<file path="config.mk">
export PLATFORM = sky130hd
export DESIGN_NAME = soma_multiplica_param_flat
export DESIGN_NICKNAME = d
export VERILOG_FILES = /design/src/rtl/soma_multiplica_param_pkg.sv /design/src/rtl/soma_multiplica_param_if.sv /design/src/rtl/soma_multiplica_param_seq_mul.sv /design/src/rtl/soma_multiplica_param.sv /design/src/flat_wrapper.sv
export SDC_FILE = /design/constraint.sdc
export NUM_CORES = 1
export LEC_CHECK = 0
export CORE_MARGIN = 10
export CORE_UTILIZATION = 50
export DETAILED_ROUTE_END_ITERATION = 16
export GPL_TIMING_DRIVEN = 0
export PLACE_DENSITY = 0.7
export SLEW_MARGIN = 20
export SYNTH_ARGS = -nofsm -noshare
export SYNTH_HDL_FRONTEND = slang
export SYNTH_HIERARCHICAL = 1
export SYNTH_SLANG_ARGS = --single-unit
</file>
<file path="constraint.sdc">
create_clock -name clk -period 8.95 [get_ports clk]
set_clock_uncertainty 0.1 [all_clocks]
set_input_delay 0.895 -clock clk [delete_from_list [all_inputs] [get_ports clk]]
set_output_delay 0.895 -clock clk [all_outputs]
set_load 0.03 [all_outputs]
</file>
<file path="src/rtl/soma_multiplica_param_pkg.sv">
// Shared definitions for the soma_multiplica_param slice.
//   op_e    : operation codes carried on the 2-bit op field
//   state_e : control FSM states of the top level
//   is_iterative() : true for the ops that run through the shift-add engine
package soma_multiplica_param_pkg;

  typedef enum logic [1:0] {
    OP_ADD = 2'b00,
    OP_SUB = 2'b01,
    OP_MUL = 2'b10,
    OP_MAC = 2'b11
  } op_e;

  typedef enum logic [1:0] {
    IDLE = 2'b00,
    BUSY = 2'b01,
    DONE = 2'b10
  } state_e;

  function automatic logic is_iterative(input op_e op);
    return (op == OP_MUL) || (op == OP_MAC);
  endfunction

endpackage

</file>
<file path="src/rtl/soma_multiplica_param_if.sv">
// Operand/result handshake bundle for soma_multiplica_param.
//   master : operand producer + result consumer (drives in_valid, op, a, b,
//            acc_clr, out_ready)
//   slave  : the arithmetic unit (drives in_ready, out_valid, result, ovf, acc)
interface soma_multiplica_param_if #(
  parameter int W = 16
);
  logic         in_valid;
  logic         in_ready;
  logic [1:0]   op;
  logic [W-1:0] a;
  logic [W-1:0] b;
  logic         acc_clr;
  logic         out_valid;
  logic         out_ready;
  logic [W-1:0] result;
  logic         ovf;
  logic [W-1:0] acc;

  modport master (
    output in_valid, op, a, b, acc_clr, out_ready,
    input  in_ready, out_valid, result, ovf, acc
  );

  modport slave (
    input  in_valid, op, a, b, acc_clr, out_ready,
    output in_ready, out_valid, result, ovf, acc
  );
endinterface

</file>
<file path="src/rtl/soma_multiplica_param_seq_mul.sv">
// Iterative shift-add multiplier, one multiplier bit per clock, LSB first.
//   clk, rst_n : clock, asynchronous active-low reset
//   start      : load a/b and clear the partial product (one-cycle pulse)
//   a, b       : W-bit unsigned multiplicand / multiplier
//   done       : high during the cycle whose rising edge completes the W-th
//                iteration; product is the final value during that cycle
//   product    : 2W-bit partial product including the current iteration
module soma_multiplica_param_seq_mul #(
  parameter int W = 16
) (
  input  logic           clk,
  input  logic           rst_n,
  input  logic           start,
  input  logic [W-1:0]   a,
  input  logic [W-1:0]   b,
  output logic           done,
  output logic [2*W-1:0] product
);
  localparam int CNT_W = $clog2(W) + 1;

  logic [2*W-1:0]   mcand_reg;
  logic [W-1:0]     mplier_reg;
  logic [2*W-1:0]   partial_reg;
  logic [2*W-1:0]   partial_next;
  logic [CNT_W-1:0] cnt_reg;
  logic             busy_reg;

  // The multiplicand is pre-shifted each iteration and the multiplier
  // shifted down, so the current bit is always mplier_reg[0].
  assign partial_next = mplier_reg[0] ? (partial_reg + mcand_reg) : partial_reg;

  // Exposing the combinational sum lets the caller capture the result on the
  // same edge as the last iteration, giving a latency of exactly W edges.
  assign done    = busy_reg && (cnt_reg == CNT_W'(W - 1));
  assign product = partial_next;

  always_ff @(posedge clk or negedge rst_n) begin
    if (!rst_n) begin
      mcand_reg   <= '0;
      mplier_reg  <= '0;
      partial_reg <= '0;
      cnt_reg     <= '0;
      busy_reg    <= 1'b0;
    end else if (start) begin
      mcand_reg   <= {{W{1'b0}}, a};
      mplier_reg  <= b;
      partial_reg <= '0;
      cnt_reg     <= '0;
      busy_reg    <= 1'b1;
    end else if (busy_reg) begin
      partial_reg <= partial_next;
      mcand_reg   <= mcand_reg << 1;
      mplier_reg  <= mplier_reg >> 1;
      cnt_reg     <= cnt_reg + CNT_W'(1);
      if (done) begin
        busy_reg <= 1'b0;
      end
    end
  end
endmodule

</file>
<file path="src/rtl/soma_multiplica_param.sv">
// Handshaked add / sub / multiply / multiply-accumulate unit.
//   clk, rst_n : clock, asynchronous active-low reset
//   bus        : slave side of soma_multiplica_param_if
//                in_valid/in_ready accept op, a, b (in_ready only in IDLE);
//                acc_clr clears the accumulator while IDLE;
//                out_valid/out_ready hand over result, ovf; acc is the
//                running accumulator.
// add/sub finish on the accept edge; mul/mac take W edges in seq_mul.
module soma_multiplica_param
  import soma_multiplica_param_pkg::*;
#(
  parameter int W = 16
) (
  input  logic                   clk,
  input  logic                   rst_n,
  soma_multiplica_param_if.slave bus
);
  state_e         state_reg, state_next;
  op_e            op_reg;
  op_e            op_in;
  logic [W-1:0]   result_reg;
  logic [W-1:0]   acc_reg;
  logic           ovf_reg;

  logic           accept;
  logic           start_mul;
  logic           mul_done;
  logic [2*W-1:0] product;
  logic [W:0]     add_sum;
  logic [W:0]     sub_diff;
  logic [W:0]     mac_sum;
  logic [W-1:0]   iter_result;
  logic           iter_ovf;

  assign op_in     = op_e'(bus.op);
  assign accept    = bus.in_valid && (state_reg == IDLE);
  assign start_mul = accept && is_iterative(op_in);

  // One extra bit holds the carry (add) or the borrow (sub: a<b wraps
  // the (W+1)-bit difference negative, setting its top bit).
  assign add_sum  = {1'b0, bus.a} + {1'b0, bus.b};
  assign sub_diff = {1'b0, bus.a} - {1'b0, bus.b};
  assign mac_sum  = {1'b0, acc_reg} + {1'b0, product[W-1:0]};

  soma_multiplica_param_seq_mul #(.W(W)) u_seq_mul (
    .clk     (clk),
    .rst_n   (rst_n),
    .start   (start_mul),
    .a       (bus.a),
    .b       (bus.b),
    .done    (mul_done),
    .product (product)
  );

  always_comb begin
    iter_result = product[W-1:0];
    iter_ovf    = |product[2*W-1:W];
    if (op_reg == OP_MAC) begin
      iter_result = mac_sum[W-1:0];
      iter_ovf    = (|product[2*W-1:W]) | mac_sum[W];
    end
  end

  always_comb begin
    state_next = state_reg;
    case (state_reg)
      IDLE:    if (accept) state_next = is_iterative(op_in) ? BUSY : DONE;
      BUSY:    if (mul_done) state_next = DONE;
      DONE:    if (bus.out_ready) state_next = IDLE;
      default: state_next = IDLE;
    endcase
  end

  always_ff @(posedge clk or negedge rst_n) begin
    if (!rst_n) begin
      state_reg <= IDLE;
    end else begin
      state_reg <= state_next;
    end
  end

  always_ff @(posedge clk or negedge rst_n) begin
    if (!rst_n) begin
      op_reg     <= OP_ADD;
      result_reg <= '0;
      ovf_reg    <= 1'b0;
      acc_reg    <= '0;
    end else begin
      // A clear on the same edge as a mac accept is seen by the mac, since
      // the mac only reads acc_reg W edges later.
      if ((state_reg == IDLE) && bus.acc_clr) begin
        acc_reg <= '0;
      end
      if (accept) begin
        op_reg <= op_in;
        if (op_in == OP_ADD) begin
          result_reg <= add_sum[W-1:0];
          ovf_reg    <= add_sum[W];
        end else if (op_in == OP_SUB) begin
          result_reg <= sub_diff[W-1:0];
          ovf_reg    <= sub_diff[W];
        end
      end
      if ((state_reg == BUSY) && mul_done) begin
        result_reg <= iter_result;
        ovf_reg    <= iter_ovf;
        if (op_reg == OP_MAC) begin
          acc_reg <= iter_result;
        end
      end
    end
  end

  assign bus.in_ready  = (state_reg == IDLE);
  assign bus.out_valid = (state_reg == DONE);
  assign bus.result    = result_reg;
  assign bus.ovf       = ovf_reg;
  assign bus.acc       = acc_reg;
endmodule

</file>
<file path="src/flat_wrapper.sv">
// flat-port wrapper written by rule: the top's interface ports become plain ports
module soma_multiplica_param_flat import soma_multiplica_param_pkg::*;
#(
  parameter int W = 16
)
  (clk, rst_n, bus_in_valid, bus_op, bus_a, bus_b, bus_acc_clr, bus_out_ready, bus_in_ready, bus_out_valid, bus_result, bus_ovf, bus_acc);
  soma_multiplica_param_if #(.W(W)) bus_i ();
  input  logic clk;
  input  logic rst_n;
  input wire logic [$bits(bus_i.in_valid)-1:0] bus_in_valid;
  input wire logic [$bits(bus_i.op)-1:0] bus_op;
  input wire logic [$bits(bus_i.a)-1:0] bus_a;
  input wire logic [$bits(bus_i.b)-1:0] bus_b;
  input wire logic [$bits(bus_i.acc_clr)-1:0] bus_acc_clr;
  input wire logic [$bits(bus_i.out_ready)-1:0] bus_out_ready;
  output wire logic [$bits(bus_i.in_ready)-1:0] bus_in_ready;
  output wire logic [$bits(bus_i.out_valid)-1:0] bus_out_valid;
  output wire logic [$bits(bus_i.result)-1:0] bus_result;
  output wire logic [$bits(bus_i.ovf)-1:0] bus_ovf;
  output wire logic [$bits(bus_i.acc)-1:0] bus_acc;
  assign bus_i.in_valid = bus_in_valid;
  assign bus_i.op = bus_op;
  assign bus_i.a = bus_a;
  assign bus_i.b = bus_b;
  assign bus_i.acc_clr = bus_acc_clr;
  assign bus_i.out_ready = bus_out_ready;
  assign bus_in_ready = bus_i.in_ready;
  assign bus_out_valid = bus_i.out_valid;
  assign bus_result = bus_i.result;
  assign bus_ovf = bus_i.ovf;
  assign bus_acc = bus_i.acc;
  soma_multiplica_param #(.W(W)) u_core (.clk(clk), .rst_n(rst_n), .bus(bus_i));
endmodule
</file>
Word-level counts from Yosys, hierarchy flattened
Index checks and enable logic that the tools add are counted.
- register bits: 123
- bits in latches: 0
- bits in writable memories: 0
- bits in read-only memories: 0
- bits of input ports: 39
- logic and storage cells: 70
- memories kept: 0
- $add $sub $neg: 5
- multiply operators: 0
- divide/modulo/power cells: 0
- $lt $le $gt $ge: 0
- equal/unequal tests: 10
- shifts and indexed selects: 0
- multiplexer cells: 30
- bitwise logic cells: 1
- reductions and logical operators: 14
- operators by type and width (operator ; number):
    16-bit two-way mux ; 10
    32-bit two-way mux ; 5
    16-bit by 16-bit adder with 17-bit output ; 2
    32-bit adder ; 1
    16-bit by 16-bit subtractor with 17-bit output ; 1
    16-bit OR reduction ; 1
    5-bit two-way mux ; 2
    2-bit equality test (second input constant) ; 4
    1-bit two-way mux ; 8
    2-bit two-way mux ; 4
    2-bit case mux with 3 select lines ; 1
    5-bit by 1-bit adder with 5-bit output (second input constant) ; 1
    5-bit by 4-bit equality test with 1-bit output (second input constant) ; 1
    1-bit logical AND ; 5
    2-bit by 1-bit equality test with 1-bit output (second input constant) ; 2
    2-bit logical NOT ; 2
    2-bit by 1-bit inequality test with 1-bit output (second input constant) ; 2
    2-bit nonzero test ; 2
    3-bit AND reduction ; 1
    3-bit nonzero test ; 1
    2-bit inequality test (second input constant) ; 1
    2-bit AND reduction ; 1
    1-bit logical OR ; 1
    1-bit bitwise OR ; 1

Logic depth before layout (Yosys ltp)
Gate-level depths: netlist of run 1.
- word-level depth: 6
- depth in mapped cells: 19

Modules after synthesis
The synthesis of run 1 kept the hierarchy.
- modules (own cells, without submodules) (module ; times used ; cells an instance ; area each (µm²) ; seq. area each (µm²)):
    soma_multiplica_param_seq_mul ; 1 ; 637 ; 5825.6 ; 2152.1
    soma_multiplica_param ; 1 ; 496 ; 3942.5 ; 925.9

Worst setup path before layout of run 1
OpenSTA, ideal clock, no wires.
- path kind: reg-to-reg
- from: reg u_core.u_seq_mul.mcand_reg[0]
- to: reg u_core.result_reg[14], in the netlist u_core/bus.result[14]
- library setup time: 82 ps
- arrival time: 3964 ps
- required time: 8768 ps
- setup slack: 4805 ps
- cell stages (with the launch flop): 19
- buffers on the path: 0
- clock period less this slack: 4145 ps
- cells stage by stage: dfrtp_1 ha_1 fa_1 a21o_1 a21oi_1 o21ai_1 a31o_2 a21o_1 a21oi_1 xnor2_1 mux2_2 ha_1 and3_1 and2_1 a221o_2 a31oi_1 xnor2_1 nand2_1 a31oi_1
- cells in the longest elaborated chain, start to end: 5
- ends and longest elaborated chain (item ; line ; source):
    start, declared ; soma_multiplica_param_seq_mul.sv:21 ; logic [2*W-1:0] mcand_reg;
    start signal, assigned ; soma_multiplica_param_seq_mul.sv:45 ; mcand_reg <= {{W{1'b0}}, a};
    start signal, assigned ; soma_multiplica_param_seq_mul.sv:52 ; mcand_reg <= mcand_reg << 1;
    32-bit adder ; soma_multiplica_param_seq_mul.sv:30 ; assign partial_next = mplier_reg[0] ? (partial_reg + mcand_reg) : partial_reg;
    32-bit two-way mux ; soma_multiplica_param_seq_mul.sv:30 ;
    named net u_core.product[10] ; soma_multiplica_param.sv:28 ; logic [2*W-1:0] product;
    16-bit by 16-bit adder with 17-bit output ; soma_multiplica_param.sv:43 ; assign mac_sum = {1'b0, acc_reg} + {1'b0, product[W-1:0]};
    16-bit two-way mux ; soma_multiplica_param.sv:58 ; if (op_reg == OP_MAC) begin
    16-bit two-way mux ; soma_multiplica_param.sv:104 ; if ((state_reg == BUSY) && mul_done) begin
    end signal, assigned ; soma_multiplica_param.sv:97 ; result_reg <= add_sum[W-1:0];
    end signal, assigned ; soma_multiplica_param.sv:100 ; result_reg <= sub_diff[W-1:0];
    end signal, assigned ; soma_multiplica_param.sv:105 ; result_reg <= iter_result;
    end, declared ; soma_multiplica_param.sv:21 ; logic [W-1:0] result_reg;
The timed path passes the listed nets, and every way through them passes these cells.
A chain may end at the register's enable or synchronous reset.

Final worst setup path of run 1
- from: reg u_core.u_seq_mul.mcand_reg[0]
- to: reg u_core.ovf_reg, in the netlist u_core/bus.ovf
- cells in the longest elaborated chain, start to end: 6
- elaborated cells on any way between the ends: 7
- ends and longest elaborated chain (item ; line ; source):
    32-bit adder (*) ; soma_multiplica_param_seq_mul.sv:30 ;
    32-bit two-way mux (*) ; soma_multiplica_param_seq_mul.sv:30 ;
    named net u_core.product[26] ; soma_multiplica_param.sv:28 ;
    16-bit OR reduction (*) ; soma_multiplica_param.sv:57, soma_multiplica_param.sv:60 ;
    1-bit bitwise OR ; soma_multiplica_param.sv:60 ; iter_ovf = (|product[2*W-1:W]) | mac_sum[W];
    1-bit two-way mux (*) ; soma_multiplica_param.sv:58 ;
    1-bit two-way mux (*) ; soma_multiplica_param.sv:104 ;
    end signal, assigned ; soma_multiplica_param.sv:98 ; ovf_reg <= add_sum[W];
    end signal, assigned ; soma_multiplica_param.sv:101 ; ovf_reg <= sub_diff[W];
    end signal, assigned ; soma_multiplica_param.sv:106 ; ovf_reg <= iter_ovf;
    end, declared ; soma_multiplica_param.sv:23 ; logic ovf_reg;
Mark *: on every way through the listed nets, which the timed path passes. The rest lies on a longest branch.

==> results of run 1 <==
==> cell usage after synthesis, types with 20 or more instances <==
cell type,instances
a21oi_1,77
a21o_1,28
o21ai_0,79
ha_1,81
mux2_2,21
nor2_1,108
a31oi_1,20
dfrtp_1,123
nand2_1,122
clkbuf_1,35
inv_1,55
nor3_1,23
xnor2_1,32
mux2i_1,73
==> through the flow <==
stage / setup WS, ns / cells / area (sq um) / util [%] / total power (uW)
final: 4.23 / 1504 / 11400 / 59.2 / 3900
after global routing: 4.01 / 1504 / 11400 / 59.2 / 4170
after CTS: 4.28 / 1504 / 11400 / 59.2 / 3880
after detailed placement: 4.32 / 1472 / 10900 / 56.2 / 3160
after global placement: 1.95 / 1471 / 10800 / 56.0 / 3100
after floorplan: 4.80 / 1133 / 9770 / - / 2540
==> worst register-to-register path, cell delays in order, from the launching register on <==
cell and delay, ns:
dfrtp_1 0.40, ha_1 0.25, fa_1 0.41, a21o_1 0.18, a21oi_1 0.30, o21ai_1 0.16
o2bb2ai_1 0.17, a31oi_1 0.34, o2111ai_1 0.27, a31oi_2 0.29, xnor2_1 0.09, mux2_2 0.27
nor4_1 0.50, nand4_1 0.30, nand2_1 0.15, nand2_1 0.06, o32a_1 0.36
==> worst max path at each step <==
| stage | end | from |
|---|---|---|
| floorplan | u_core/bus.result[14] | u_core/u_seq_mul/mcand_reg[0] |
| global placement | u_core/state_reg[1] | rst_n |
| detailed placement | u_core/bus.result[14] | u_core/u_seq_mul/mcand_reg[0] |
| CTS | u_core/bus.result[14] | u_core/u_seq_mul/mcand_reg[0] |
| global route | u_core/bus.result[14] | u_core/u_seq_mul/mcand_reg[0] |
| finish | u_core/bus.ovf | u_core/u_seq_mul/mcand_reg[0] |
==> layer usage <==
metal | wire [um] | up-vias | GRT usage, %
li1 | - | 4279 | -
met1 | 14000 | 4337 | 31.6
met2 | 12600 | 338 | 33.7
met3 | 2340 | 37 | 5.96
met4 | 521 | 0 | 6.51
met5 | 0 | - | 0
==> kinds of logic (layout without fill, tap and decap cells) <==
family	Yosys count	count (layout)
multiplexers	95	95
AO/OA/AOI/OAI	326	326
flip-flops	123	123
XOR/XNOR	43	43
adder cells (fa/ha/maj)	85	85
buffers and inverters	111	217
AND/OR/NAND/NOR	350	350
==> power groups by stage <==
stage | clock network (uW) | logic (uW) | registers [uW]
after floorplan | 0 | 1560 | 972
after global placement | 0 | 2150 | 960
after detailed placement | 0 | 2190 | 964
after CTS | 708 | 2210 | 957
after global routing | 733 | 2450 | 986
final | 700 | 2230 | 962
==> layout make-up <==
cell class                      instances  area, sq um  share of cell area, %
Tap cell                              265          332                   2.90
Timing Repair Buffer                   74          759                   6.63
Sequential cell                       123         3080                   26.9
Clock buffer                           17          425                   3.72
Multi-Input combinational cell        899         6250                   54.6
Buffer                                 55          231                   2.02
Clock inverter                         15          163                   1.42
Inverter                               56          210                   1.84
==> flow_summary.ini, run 1 <==
[cells_and_area]
layout_commonest_cell = dfrtp_1
layout_common_cells = dfrtp_1, nand2_1, nor2_1
area_growth_pct = 17.2
drive_gt1_share_pct = 8.64
n_fill_cell = 1754
final_nets = 1350
n_antenna_cell = 0

[synth]
netlist_top_cells_area = dfrtp_1, ha_1, mux2i_1, nand2_1, nor2_1
post-synth-top-area-fraction_pct = 31.5
syn-num-nets = 1257
syn_area_sq_um = 9770
synth_compound_gate_area_share_pct = 22.4
postSynthAreaPerCell_sq_um = 8.62
synth_cells = 1133
synth_warnings = 6
yosys.area_share.simple_pct = 16.5
synth_fa_ha_area_share_pct = 11.2
synth_edf_count = 0
yosys_register_bits = 123
seq_area_frac_synth_pct = 31.5
synth_top_area_cell = dfrtp_1
synthArstFlopShare_pct = 100
synth_mux_area_share_pct = 10.0
synth_top_family_by_area = compound AO/OA/AOI/OAI gates
synth_ff_type = dfrtp_1
synth.distinct_cells = 83
synth_xor_area_share_pct = 3.86

[routing]
routedWlPerCell_um = 19.6
drt-initial-drc-count = 779
viasPerCell = 5.98
vias = 8991
drt_first_pass_iters = 5
ant_nets = 0
routed_wirelength_mm = 29.4
post-route-drc-count = 0

[critical_path]
cp-start-kind = register
path_common_cell = nand2_1
critical_path_arrival_ns = 4.93
slowest_stage = nor4_1
r2r-end = u_core/bus.ovf
cp.depth = 16
rrSetupSlack_ns = 4.23
cp-end-kind = register
critPathRequiredTime_ns = 9.16
cp_cell_sequence = ha_1 -> fa_1 -> a21o_1 -> a21oi_1 -> o21ai_1 -> o2bb2ai_1 -> a31oi_1 -> o2111ai_1 -> a31oi_2 -> xnor2_1 -> mux2_2 -> nor4_1 -> nand4_1 -> nand2_1 -> nand2_1 -> o32a_1
critical_path_class = register to register
rr_worst_depth = 16
r2r-start = u_core/u_seq_mul/mcand_reg[0]
path_buf_inv = 0
path_delay_family = compound AO/OA/AOI/OAI gates
critPathMaxStageDelay_ns = 0.50
path_max_fanout = 3

[clock_tree]
clk_latency_ns = 0.43
clock_path_buffers = 2
cts_setup_buffers = 0
cts-resized-gates = 0
h-tree-depth = 4
clock-root-buffer = clkbuf_16
clkTransAtPathRegs_ns = 0.06
cts_tree = built
cts_sinks = 123
numCtsBuffers = 17
hold_buffers = 0

[pwr]
powerDensity_nw_per_um2 = 340
switching_power_uw = 1800
seq_power_share_pct = 24.7
swShare_pct = 46.2
leakage_uw = 0.00559
vdd_drop_max_mv = 0.157
intPower_uw = 2090
clkPwrFrac_pct = 18.0
p_comb_share_pct = 57.3

[run]
drv_cap = 0

[place]
port_buffers = 73
hpwl_mm = 22.6
place_congestion = 0.932

[floorplan]
rows = 51
initial_utilization_pct = 50.5
dieArea_sq_um = 25500
ios = 74
fp.dieW_um = 160
fp.dieH_um = 160
coreArea_sq_um = 19300

[grt]
antenna_found_initial = 0
grt_pass1_vias = 8670
grt_max_degree = 74
grt.total_usage_pct = 22.6
grt_pass1_wl_mm = 46.8
grt_overflow = 0

[sta]
worst_slew_margin_rel_pct = 38.1
finalMaxSlewViolations = 0
setup-tns-final_ns = 0
tightest_slew_ns = 0.921
min_period_over_period_pct = 52.8
hold_violations = 0
fmax_ghz = 0.212
setup_violations = 0
whs_ns = 0.380
rsz0062_at_grt = no
min_period_ns = 4.72

[min_path]
worst_hold_startpoint = u_core/bus.result[5]
hold_depth = 2
hold-path-endpoint = u_core/bus.result[5]
hold_class = register to register

[outcome]
status = finished clean
No activity file was read; power rests on OpenSTA's default activity.
==> run 2: changes to the inputs <==
Settings changed: PLACE_DENSITY 0.7 to 0.73.
Clock period 8.95 ns to 3.9 ns, I/O delays scaled along.
==> run 2 against run 1 <==
Global-route usage is 0.58 points higher; critical path depth is 2 higher; clock power is 140% higher; sequential power is 130% higher; cell count is 1.5% higher; the run now ends with negative setup slack left; die area stayed put; critical path type unchanged; fmax is 13% higher; non-clock buffer count is 23 higher.
==> flow_summary.ini, run 2 (synthesis results as in run 1) <==
[sta]
hold_violations = 0
timing.final.ws_setup_ns = -0.293
setup_violations = 11
min_period_over_period_pct = 108
min_period_ns = 4.19
tightest_slew_ns = 0.931
whs_ns = 0.391
finalMaxSlewViolations = 0
rsz0062_at_grt = yes
worst_slew_margin_rel_pct = 37.9
fmax_ghz = 0.239

[grt]
grt_max_degree = 71
grt_pass1_vias = 8992
grt_pass1_wl_mm = 48.8
antenna_found_initial = 0
grt_overflow = 0
grt.total_usage_pct = 23.2

[clock_tree]
numCtsBuffers = 17
h-tree-depth = 4
cts_tree = built
clock_path_buffers = 2
cts_sinks = 123
clk_latency_ns = 0.42
clock-root-buffer = clkbuf_16
clkTransAtPathRegs_ns = 0.06

[floorplan]
ios = 74
fp.dieH_um = 160
initial_utilization_pct = 50.5
dieArea_sq_um = 25500
rows = 51
fp.dieW_um = 160
coreArea_sq_um = 19300

[cells_and_area]
area_growth_pct = 22.3
n_antenna_cell = 0
n_fill_cell = 1684
drive_gt1_share_pct = 13.0
layout_commonest_cell = dfrtp_1
layout_common_cells = dfrtp_1, nand2_1, nor2_1
final_nets = 1373

[routing]
routed_wirelength_mm = 30.3
post-route-drc-count = 0
routedWlPerCell_um = 19.9
ant_nets = 0
drt_first_pass_iters = 5
drt-initial-drc-count = 894
viasPerCell = 6.09
vias = 9296

[place]
place_ws_ns = -0.474
port_buffers = 73
hpwl_mm = 22.2
place_congestion = 0.959

[critical_path]
slowest_stage = dfrtp_1
critPathMaxStageDelay_ns = 0.43
cp_cell_sequence = ha_4 -> fa_2 -> a21o_1 -> a21oi_2 -> o21ai_2 -> a31o_2 -> a21o_1 -> a21oi_2 -> xnor2_1 -> mux2_4 -> ha_4 -> and3_4 -> and2_4 -> a221o_2 -> buf_4 -> xor2_2 -> mux2i_1 -> o211ai_1
critPathRequiredTime_ns = 4.08
cp-end-kind = register
critical_path_class = register to register
path_buf_inv = 1
critical_path_arrival_ns = 4.37
path_delay_family = compound AO/OA/AOI/OAI gates
path_max_fanout = 5
cp-start-kind = register

[outcome]
violations = negative setup slack
status = finished, violations left

[run]
drv_cap = 0

[pwr]
powerDensity_nw_per_um2 = 804
vdd_drop_max_mv = 0.374
leakage_uw = 0.00576

[min_path]
hold_class = register to register
==> run 2: through the flow <==
stage	util (%)	TNS [ns]	total power (uW)	instance area [sq um]	cells
2_1_floorplan	-	0	5840	9790	1133
3_3_place_gp	56.1	-317.46	7110	10900	1471
3_5_place_dp	56.3	-2.81	7230	10900	1472
4_1_cts	61.3	-1.14	9380	11900	1526
5_1_grt	61.8	-3.12	10200	11900	1526
6_report	61.8	-1.84	9600	11900	1526
==> run 2: path summary, 6_finish.rpt <==
path                                               start                                to  slack (ns)  cells after the start
min                                 u_core/bus.result[0]              u_core/bus.result[0]        0.39                      2
max                        u_core/u_seq_mul/mcand_reg[0]             u_core/bus.result[12]       -0.29                     18
max reg2reg                u_core/u_seq_mul/mcand_reg[0]             u_core/bus.result[12]       -0.29                     18
min reg2reg                         u_core/bus.result[0]              u_core/bus.result[0]        0.39                      2
min in group asynchronous                          rst_n  u_core/u_seq_mul/partial_reg[25]        0.46                      2
max in group asynchronous                          rst_n               u_core/state_reg[0]        2.53                      3
==> run 2: power by group <==
| part | switching, uW | internal (uW) | leakage (uW) | total [uW] |
|---|---|---|---|---|
| combinational | 3280 | 2400 | 0.00389 | 5670 |
| sequential | 444 | 1780 | 0.00157 | 2220 |
| clock | 622 | 1090 | 0.000299 | 1710 |
| total | 4340 | 5260 | 0.00576 | 9600 |
==> run 2: what timing repair did <==
| item | in CTS | in global routing |
|---|---|---|
| endpoints found under the setup margin | 11 | 22 |
| hold buffers | 1 | 0 |
| endpoints found under the hold margin | 69 | 0 |
| buffers inserted | 22 | 1 |
| pin swaps | 31 | 13 |
| gates resized for setup | 32 | 18 |
| cloned | 0 | 0 |
==> run 2: routing by layer <==
| metal | up-vias | share of wire, % | routed length (um) | global-route usage [%] |
|---|---|---|---|---|
| li1 | 4331 | - | - | - |
| met1 | 4504 | 46 | 13900 | 32.4 |
| met2 | 410 | 44 | 13500 | 35.2 |
| met3 | 51 | 7.4 | 2240 | 4.29 |
| met4 | 0 | 2.4 | 729 | 8.06 |
| met5 | - | 0 | 0 | 0 |
==> run 2: area by class of cell <==
| type | instances | area (sq um) | share of cell area (%) |
|---|---|---|---|
| Inverter | 56 | 210 | 1.76 |
| Multi-Input combinational cell | 899 | 6520 | 54.6 |
| Tap cell | 265 | 332 | 2.78 |
| Timing Repair Buffer | 97 | 942 | 7.89 |
| Clock inverter | 13 | 191 | 1.60 |
| Sequential cell | 123 | 3080 | 25.8 |
| Buffer | 55 | 235 | 1.97 |
| Clock buffer | 18 | 439 | 3.68 |
==> run 2: tightest hold or removal path, cell delays in order, from the launching register on <==
cell	delay (ns)
dfrtp_1	0.34
nand2_1	0.05
o21ai_0	0.06
==> run 3: changes to the inputs <==
Settings changed: CORE_UTILIZATION 50 to 40, PLACE_DENSITY 0.73 to unset.
Clock period 3.9 ns to 4.2 ns, I/O delays scaled along.
==> run 3 against run 2 <==
Die area grew 22%; the run now ends clean; clock power shrank 15%; count of clock-buffer cells in the layout is the same; critical path type unchanged; largest cell class unchanged.
==> flow_summary.ini, run 3 (synthesis results as in run 1) <==
[cells_and_area]
fin_cells = 1569
layout_commonest_cell = dfrtp_1
n_fill_cell = 2335
layout_common_cells = dfrtp_1, nand2_1, nor2_1
drive_gt1_share_pct = 11.1
n_antenna_cell = 0
final_nets = 1356
area_growth_pct = 20.0

[sta]
min_period_over_period_pct = 99.9
finalMaxSlewViolations = 0
hold_violations = 0
worst_slew_margin_rel_pct = 42.7
tightest_slew_ns = 0.860
fmax_ghz = 0.238
setup-tns-final_ns = 0
min_period_ns = 4.20
rsz0062_at_grt = yes
setup_violations = 0

[clock_tree]
h-tree-depth = 4
cts_sinks = 123
clock_path_buffers = 2
numCtsBuffers = 17
cts_tree = built
clkTransAtPathRegs_ns = 0.06
clock-root-buffer = clkbuf_16
clk_latency_ns = 0.43

[critical_path]
r2r-start = u_core/u_seq_mul/mcand_reg[0]
cp-end-kind = register
crit_start = u_core/u_seq_mul/mcand_reg[0]
critPathRequiredTime_ns = 4.45
path_max_fanout = 5
critical_path_class = register to register
critical_path_arrival_ns = 4.44
cp-start-kind = register
rr_worst_depth = 18

[place]
hpwl_mm = 23.4
placedCellCount = 1531
place_congestion = 0.892
port_buffers = 73

[routing]
viasPerCell = 5.71
vias = 8954
routed_wirelength_mm = 30.9
ant_nets = 0
routedWlPerCell_um = 19.7
post-route-drc-count = 0
drt-initial-drc-count = 793
drt_first_pass_iters = 5

[grt]
antenna_found_initial = 0
grt_pass1_vias = 8528
grt.total_usage_pct = 19.6
grt_pass1_wl_mm = 48.6
grt_overflow = 0
grt_max_degree = 91

[floorplan]
dieArea_sq_um = 31100
coreArea_sq_um = 24200
fp.dieH_um = 176
rows = 57
initial_utilization_pct = 40.4
ios = 74
fp.dieW_um = 176

[min_path]
hold_class = input pin to async pin

[outcome]
status = finished clean

[pwr]
powerDensity_nw_per_um2 = 722
vdd_drop_max_mv = 0.272
leakage_uw = 0.00563

[run]
drv_cap = 0
-- run 3: cell count changes in the layout (fill, tap and decap cells not counted), moves of 3 or more --
cell	previous run	this run
buf_6	4	1
ha_1	73	76
clkbuf_2	3	0
buf_4	21	6
bufinv_16	4	1
ha_4	8	3
-- run 3: per-stage QoR --
stage	setup slack, ns	total power [uW]	area [sq um]	utilization (%)	hold slack [ns]
after floorplan	0.0545	5410	9770	-	0.0244
after global placement	-2.46	6670	10900	45.1	0.369
after detailed placement	-0.372	6740	10900	45.2	0.206
after CTS	0.00451	8330	11600	48.0	0.340
after global routing	-0.228	9090	11700	48.5	0.357
final	0.00462	8470	11700	48.5	0.340
-- run 3: path summary, 6_finish.rpt --
check / endpoint / slack [ns]
worst min register to register: u_core/bus.result[5] / 0.39
min in group clk: u_core/bus.result[5] / 0.39
worst max-delay path: u_core/bus.result[14] / 0.005
worst min-delay path: u_core/u_seq_mul/mcand_reg[27] / 0.34
max in group asynchronous: u_core/bus.acc[3] / 2.91
worst max register to register: u_core/bus.result[14] / 0.005
-- run 3: layout make-up --
| type | instances | area, sq um | share of cell area (%) |
|---|---|---|---|
| multi-input combinational | 899 | 6410 | 54.7 |
| timing repair buffer | 80 | 811 | 6.92 |
| tap | 324 | 405 | 3.46 |
| sequential | 123 | 3080 | 26.3 |
| buffer | 55 | 231 | 1.97 |
| clock buffer | 18 | 439 | 3.75 |
| clock inverter | 14 | 138 | 1.17 |
| inverter | 56 | 210 | 1.79 |
-- run 3: timing repair --
| item | in CTS | in global routing |
|---|---|---|
| setup endpoints to repair | 9 | 8 |
| endpoints found under the hold margin | 33 | 0 |
| hold buffers | 1 | 0 |
| gates resized for setup | 11 | 22 |
| setup buffers | 1 | 4 |
| pin swaps | 2 | 7 |
-- run 3: layer usage --
metal  share of wire (%)  vias to the layer above  track usage, %
met3                 5.1                       27            3.05
met5                   0                        -               0
met1                  49                     4384            28.9
li1                    -                     4300               -
met4                 1.3                        0            5.09
met2                  44                      243            29.1
-- run 3: report_power, final --
| group | internal [uW] | switching (uW) |
|---|---|---|
| clock network | 842 | 616 |
| registers | 1650 | 401 |
| logic | 2040 | 2910 |
| total | 4540 | 3930 |
-- run 3: worst max-delay path, stage by stage, from the launching register on --
cell and delay, ns:
dfrtp_1 0.41, ha_2 0.23, fa_2 0.36, a21o_1 0.18
a21oi_2 0.22, o21ai_2 0.11, a31o_2 0.27, a21o_1 0.19
a21oi_2 0.15, xnor2_1 0.08, mux2_4 0.31, ha_4 0.25
and3_4 0.18, and2_4 0.15, a221o_2 0.38, a31oi_2 0.15
xnor2_1 0.13, nand2_1 0.13, a31oi_1 0.15
